$ cat config.mk
export PLATFORM = sky130hd
export DESIGN_NAME = uss_gather
export DESIGN_NICKNAME = d
export VERILOG_FILES = /design/src/rtl/uss_gather.sv
export SDC_FILE = /design/constraint.sdc
export NUM_CORES = 1
export LEC_CHECK = 0
export BUFFER_PORTS_ARGS = -buffer_cell sky130_fd_sc_hd__buf_4
export CAP_MARGIN = 15
export CORE_ASPECT_RATIO = 1.4
export CORE_UTILIZATION = 53
export DETAILED_ROUTE_END_ITERATION = 10
export PLACE_DENSITY = 0.79
export SLEW_MARGIN = 10
export SYNTH_ARGS = -nofsm -noshare
export SYNTH_HDL_FRONTEND = slang
export SYNTH_SLANG_ARGS = --single-unit
$ cat constraint.sdc
create_clock -name clk -period 2.3 [get_ports clk]
set_input_delay 0.345 -clock clk [delete_from_list [all_inputs] [get_ports clk]]
set_output_delay 0.345 -clock clk [all_outputs]
set_load 0.05 [all_outputs]
$ cat src/rtl/uss_gather.sv
// uss_gather: walks the 4x4 neighbour window selected by the USS mask.
// For each in-image neighbour it reads the 8x8 pixel buffer and sums the
// returned pixels. Latency from accepted start to the done pulse is
// always 17 cycles, whatever the mask.
module uss_gather (
    input  logic        clk,
    input  logic        rst,
    input  logic        start,
    input  logic [15:0] neighbor_sel,
    input  logic [2:0]  X_c,
    input  logic [2:0]  Y_c,
    input  logic [2:0]  X_in,
    output logic        rd_en,
    output logic [5:0]  rd_addr,
    output logic        busy,
    output logic        done,
    output logic [6:0]  sum,
    output logic [4:0]  cnt
);

    typedef enum logic [1:0] {
        IDLE  = 2'd0,
        SCAN  = 2'd1,
        DRAIN = 2'd2,
        DONE  = 2'd3
    } state_t;

    state_t      state_reg, state_next;
    logic [3:0]  idx_reg;
    logic [15:0] mask_reg;
    logic [2:0]  xc_reg;
    logic [2:0]  yc_reg;
    logic        pend_reg;
    logic [6:0]  sum_reg;
    logic [4:0]  cnt_reg;

    logic        accept;
    logic [4:0]  win_x;
    logic [4:0]  win_y;
    logic [15:0] in_img;

    assign accept = (state_reg == IDLE) && start;

    // Per window position: does it land inside the 8x8 image? Coordinates
    // range -1..9, so the position is inside exactly when bits [4:3] are zero.
    generate
        for (genvar gi = 0; gi < 16; gi++) begin : g_in_img
            localparam logic [4:0] COL = 5'(gi % 4);
            localparam logic [4:0] ROW = 5'(gi / 4);
            logic [4:0] gx;
            logic [4:0] gy;
            assign gx = {2'b00, xc_reg} + COL - 5'd1;
            assign gy = {2'b00, yc_reg} + ROW - 5'd1;
            assign in_img[gi] = (gx[4:3] == 2'b00) && (gy[4:3] == 2'b00);
        end
    endgenerate

    // Coordinates of the window position currently examined, and the read strobe.
    always_comb begin
        win_x   = {2'b00, xc_reg} + {3'b000, idx_reg[1:0]} - 5'd1;
        win_y   = {2'b00, yc_reg} + {3'b000, idx_reg[3:2]} - 5'd1;
        rd_en   = (state_reg == SCAN) && mask_reg[idx_reg] && in_img[idx_reg];
        rd_addr = rd_en ? {win_y[2:0], win_x[2:0]} : 6'd0;
    end

    // Next-state logic and status outputs.
    always_comb begin
        state_next = state_reg;
        busy       = 1'b0;
        done       = 1'b0;
        case (state_reg)
            IDLE: begin
                if (start) begin
                    state_next = SCAN;
                end
            end
            SCAN: begin
                busy = 1'b1;
                if (idx_reg == 4'd15) begin
                    state_next = DRAIN;
                end
            end
            DRAIN: begin
                busy       = 1'b1;
                state_next = DONE;
            end
            DONE: begin
                done       = 1'b1;
                state_next = IDLE;
            end
            default: begin
                state_next = IDLE;
            end
        endcase
    end

    // State register.
    always_ff @(posedge clk) begin
        if (rst) begin
            state_reg <= IDLE;
        end else begin
            state_reg <= state_next;
        end
    end

    // Capture the job parameters on acceptance only; later input changes are ignored.
    always_ff @(posedge clk) begin
        if (rst) begin
            mask_reg <= 16'd0;
            xc_reg   <= 3'd0;
            yc_reg   <= 3'd0;
        end else if (accept) begin
            mask_reg <= neighbor_sel;
            xc_reg   <= X_c;
            yc_reg   <= Y_c;
        end
    end

    // Window index: one mask bit per SCAN cycle.
    always_ff @(posedge clk) begin
        if (rst) begin
            idx_reg <= 4'd0;
        end else if (accept) begin
            idx_reg <= 4'd0;
        end else if (state_reg == SCAN) begin
            idx_reg <= idx_reg + 4'd1;
        end
    end

    // pend marks that the buffer is returning data this cycle.
    always_ff @(posedge clk) begin
        if (rst) begin
            pend_reg <= 1'b0;
        end else begin
            pend_reg <= rd_en;
        end
    end

    // Accumulate returned pixels; results hold until the next accepted start.
    always_ff @(posedge clk) begin
        if (rst) begin
            sum_reg <= 7'd0;
            cnt_reg <= 5'd0;
        end else if (accept) begin
            sum_reg <= 7'd0;
            cnt_reg <= 5'd0;
        end else if (pend_reg) begin
            sum_reg <= sum_reg + {4'b0000, X_in};
            cnt_reg <= cnt_reg + 5'd1;
        end
    end

    assign sum = sum_reg;
    assign cnt = cnt_reg;

endmodule

==> flow_metrics.env <==
export IMPL_ir_drop_v=0.0006878
export IMPL_worstPathMaxFanout=8
export IMPL_synth_edf_count=0
export IMPL_worstSetupEndpointType="output port"
export IMPL_grt_pass1_wl_mm=7.755
export IMPL_place_ws_ps=47.75
export IMPL_crit_family="simple AND/OR/NAND/NOR gates"
export IMPL_hp_class="in -> reg"
export IMPL_timing_final_ws_setup_ps=-112.4
export IMPL_die_y_um=76.52
export IMPL_synthFlopType="dfxtp_1"
export IMPL_yosys_warnings=0
export IMPL_maxCapViolations=0
export IMPL_max_slew_margin_rel_pct=34.35
export IMPL_worstSetupPathType="reg -> out"
export IMPL_first_pass_iters=4
export IMPL_post_dp_hpwl_mm=3.286
export IMPL_cts_tree="done"
export IMPL_postSynth_asyncResetShare_pct=0
export IMPL_status="finished, violations left"
export IMPL_crit_buf_inv=1
export IMPL_clkSinkCount=41
export IMPL_synth_nets=295
export IMPL_globalplace_congestion=0.7877
export IMPL_startpoint_type="register"
export IMPL_p_leak_uw=0.001103
export IMPL_hold_violations=0
export IMPL_antenna_found_initial=0
export IMPL_synth_area_um2=2102
export IMPL_ios=49
export IMPL_max_freq_ghz=0.4145
export IMPL_place_inst=329
export IMPL_clock_path_buffers=2
export IMPL_rsz0062_at_grt="true"
export IMPL_grt_max_degree=27
export IMPL_yosysTopAreaCell="dfxtp_1"
export IMPL_period_share_pct=104.9
export IMPL_vias=1806
export IMPL_grt_pass1_vias=1734
export IMPL_ys_top_cells_by_area="dfxtp_1, ha_1, nand2_1, a21oi_1, nor2_1"
export IMPL_tightest_slew_ps=984.2
export IMPL_critical_path_slowest_cell="or4_4"
export IMPL_synth_top_area_share_pct=39.05
export IMPL_arrival_ps=2070
export IMPL_failed_checks="negative setup slack"
export IMPL_seq_area_frac_synth_pct=39.05
export IMPL_nFillCells=296
export IMPL_skew_ps=5.818
export IMPL_ys_types=37
export IMPL_initial_utilization_pct=56.68
export IMPL_n_antenna_cell=0
export IMPL_power_uw=2316
export IMPL_grt_overflow=0
export IMPL_min_period_ps=2412
export IMPL_drv_slew=0
export IMPL_largest_register_ffs=16
export IMPL_setup_tns_ps=-604.7
export IMPL_drtIter0Drc=75
export IMPL_path_cells="mux4_2, o22ai_1, or4_4, nor2_2, buf_6"
export IMPL_cts_clk_slew_worst_paths_ps=70
export IMPL_powerDensity_nw_per_um2=866.5
export IMPL_cp_required_ps=1960
export IMPL_die_area_um2=4226
export IMPL_max_stage_delay_ps=650
export IMPL_viasPerCell=5.327
export IMPL_postRouteAntennaNets=0
export IMPL_layout_cells_non_filler=339
export IMPL_drt_wl_total_mm=4.466
export IMPL_avgSynthCellArea_um2=8.408
export IMPL_cts_root_buf="clkbuf_8"
export IMPL_fin_nets=341
export IMPL_synth_seq_cells=41
export IMPL_std_cell_rows=26
export IMPL_netlist_instances=250
export IMPL_port_buffers=48
export IMPL_remaining_drc_errors=0
export IMPL_h_tree_depth=2
export IMPL_post_drt_wl_per_cell_um=13.17
export IMPL_cts_hold_buf=0
export IMPL_layout_drive_gt1_share_pct=26.94
export IMPL_area_growth_pct=27.14
export IMPL_die_x_um=55.23
export IMPL_grt_total_usage_pct=22.85
export IMPL_setup_violations=7
export IMPL_clkLatencyLatePin_ps=290
export IMPL_cts_buffers=5
export IMPL_coreArea_um2=3709
## layout make-up
class                   instances  area (um^2)  area share [%]
well taps                      42        52.55           1.966
flip-flops and latches         41        830.8           31.09
multi-input cells             178         1210           45.27
inverters                      15        56.30           2.107
clock buffers                   8        80.08           2.996
repair buffers                 55        442.9           16.57
## logic make-up after synthesis
family,count (synthesis),share of synthesized area [%]
XOR/XNOR,13,5.417
AND/OR/NAND/NOR,96,20.95
AO/OA/AOI/OAI,41,11.07
multiplexers,11,6.726
adder cells (fa/ha/maj),17,10.48
buffers and inverters,31,6.309
flip-flops,41,39.05
## stage by stage
| stage | area, um^2 | utilization, % | hold slack (ps) |
|---|---|---|---|
| detailed placement | 2476 | 66.77 | 452.0 |
| global placement | 2476 | 66.77 | 441.7 |
| global route | 2673 | 72.06 | 297.5 |
| floorplan | 2102 | - | 431.5 |
| finish | 2673 | 72.06 | 301.1 |
| CTS | 2630 | 70.92 | 291.8 |
## worst register-to-register path: stages, from the launching register on
cell	delay (ps)
dfxtp_1	360
inv_1	120
ha_1	190
and2_0	780
nand2_1	160
a21oi_1	160
## cells in the mapped netlist, drive strengths merged, types with 2 or more instances
| cell | count |
|---|---|
| buf | 4 |
| xor2 | 5 |
| nor4 | 2 |
| or4 | 3 |
| clkbuf | 12 |
| nor2 | 19 |
| nand2b | 2 |
| o21ai | 3 |
| nand2 | 52 |
| nor3 | 7 |
| nand4 | 3 |
| mux2i | 7 |
| mux2 | 2 |
| xnor2 | 8 |
| or3 | 2 |
| mux4 | 2 |
| inv | 15 |
| a211oi | 2 |
| a21oi | 29 |
| ha | 16 |
| dfxtp | 41 |
| nand3 | 3 |
## final timing paths
kind / end / cells past startpoint / startpoint / slack, ps
worst min register to register: mask_reg[11] / 2 / mask_reg[11] / 460
worst max-delay path: rd_addr[1] / 5 / idx_reg[0] / -110
worst min-delay path: mask_reg[6] / 3 / neighbor_sel[6] / 300
worst max register to register: mask_reg[2] / 5 / state_reg[0] / 470
## layer usage
layer	routed length, um	GRT usage (%)
met1	1818	26.97
met5	0	0
met3	207	4.584
met2	2381	41.08
met4	58	6.750
## power breakdown
part           internal (uW)  switching [uW]  leakage, uW
logic                    395             572     0.000727
clock network            215             227    0.0000395
registers                813            93.2     0.000337
total                   1420             892      0.00110
## cell usage in the layout (no fill, tap or decap), types with 2 or more instances in the layout
cell type / count
mux2_2: 2
xor2_2: 2
nor4_1: 2
o21ai_0: 2
clkbuf_8: 5
nand4_1: 3
buf_6: 8
nor3_1: 2
ha_1: 15
dfxtp_4: 2
or3_1: 2
or4_1: 2
clkbuf_1: 3
buf_4: 47
a211oi_1: 2
nand3_1: 3
xor2_1: 3
dfxtp_2: 2
dfxtp_1: 37
nor2_2: 2
xnor2_1: 7
nand2_1: 51
nor2_1: 17
nor3_4: 4
nand2b_1: 2
mux2i_1: 7
a21oi_1: 29
inv_1: 15
## what timing repair did
action | 4_1_cts | 5_1_grt
pin swaps | 3 | 3
resized for setup | 21 | 6
setup buffers | 0 | 2
setup endpoints to repair | 7 | 7
gates cloned | 0 | 0
Note: power is estimated with default switching activity, not from simulation.
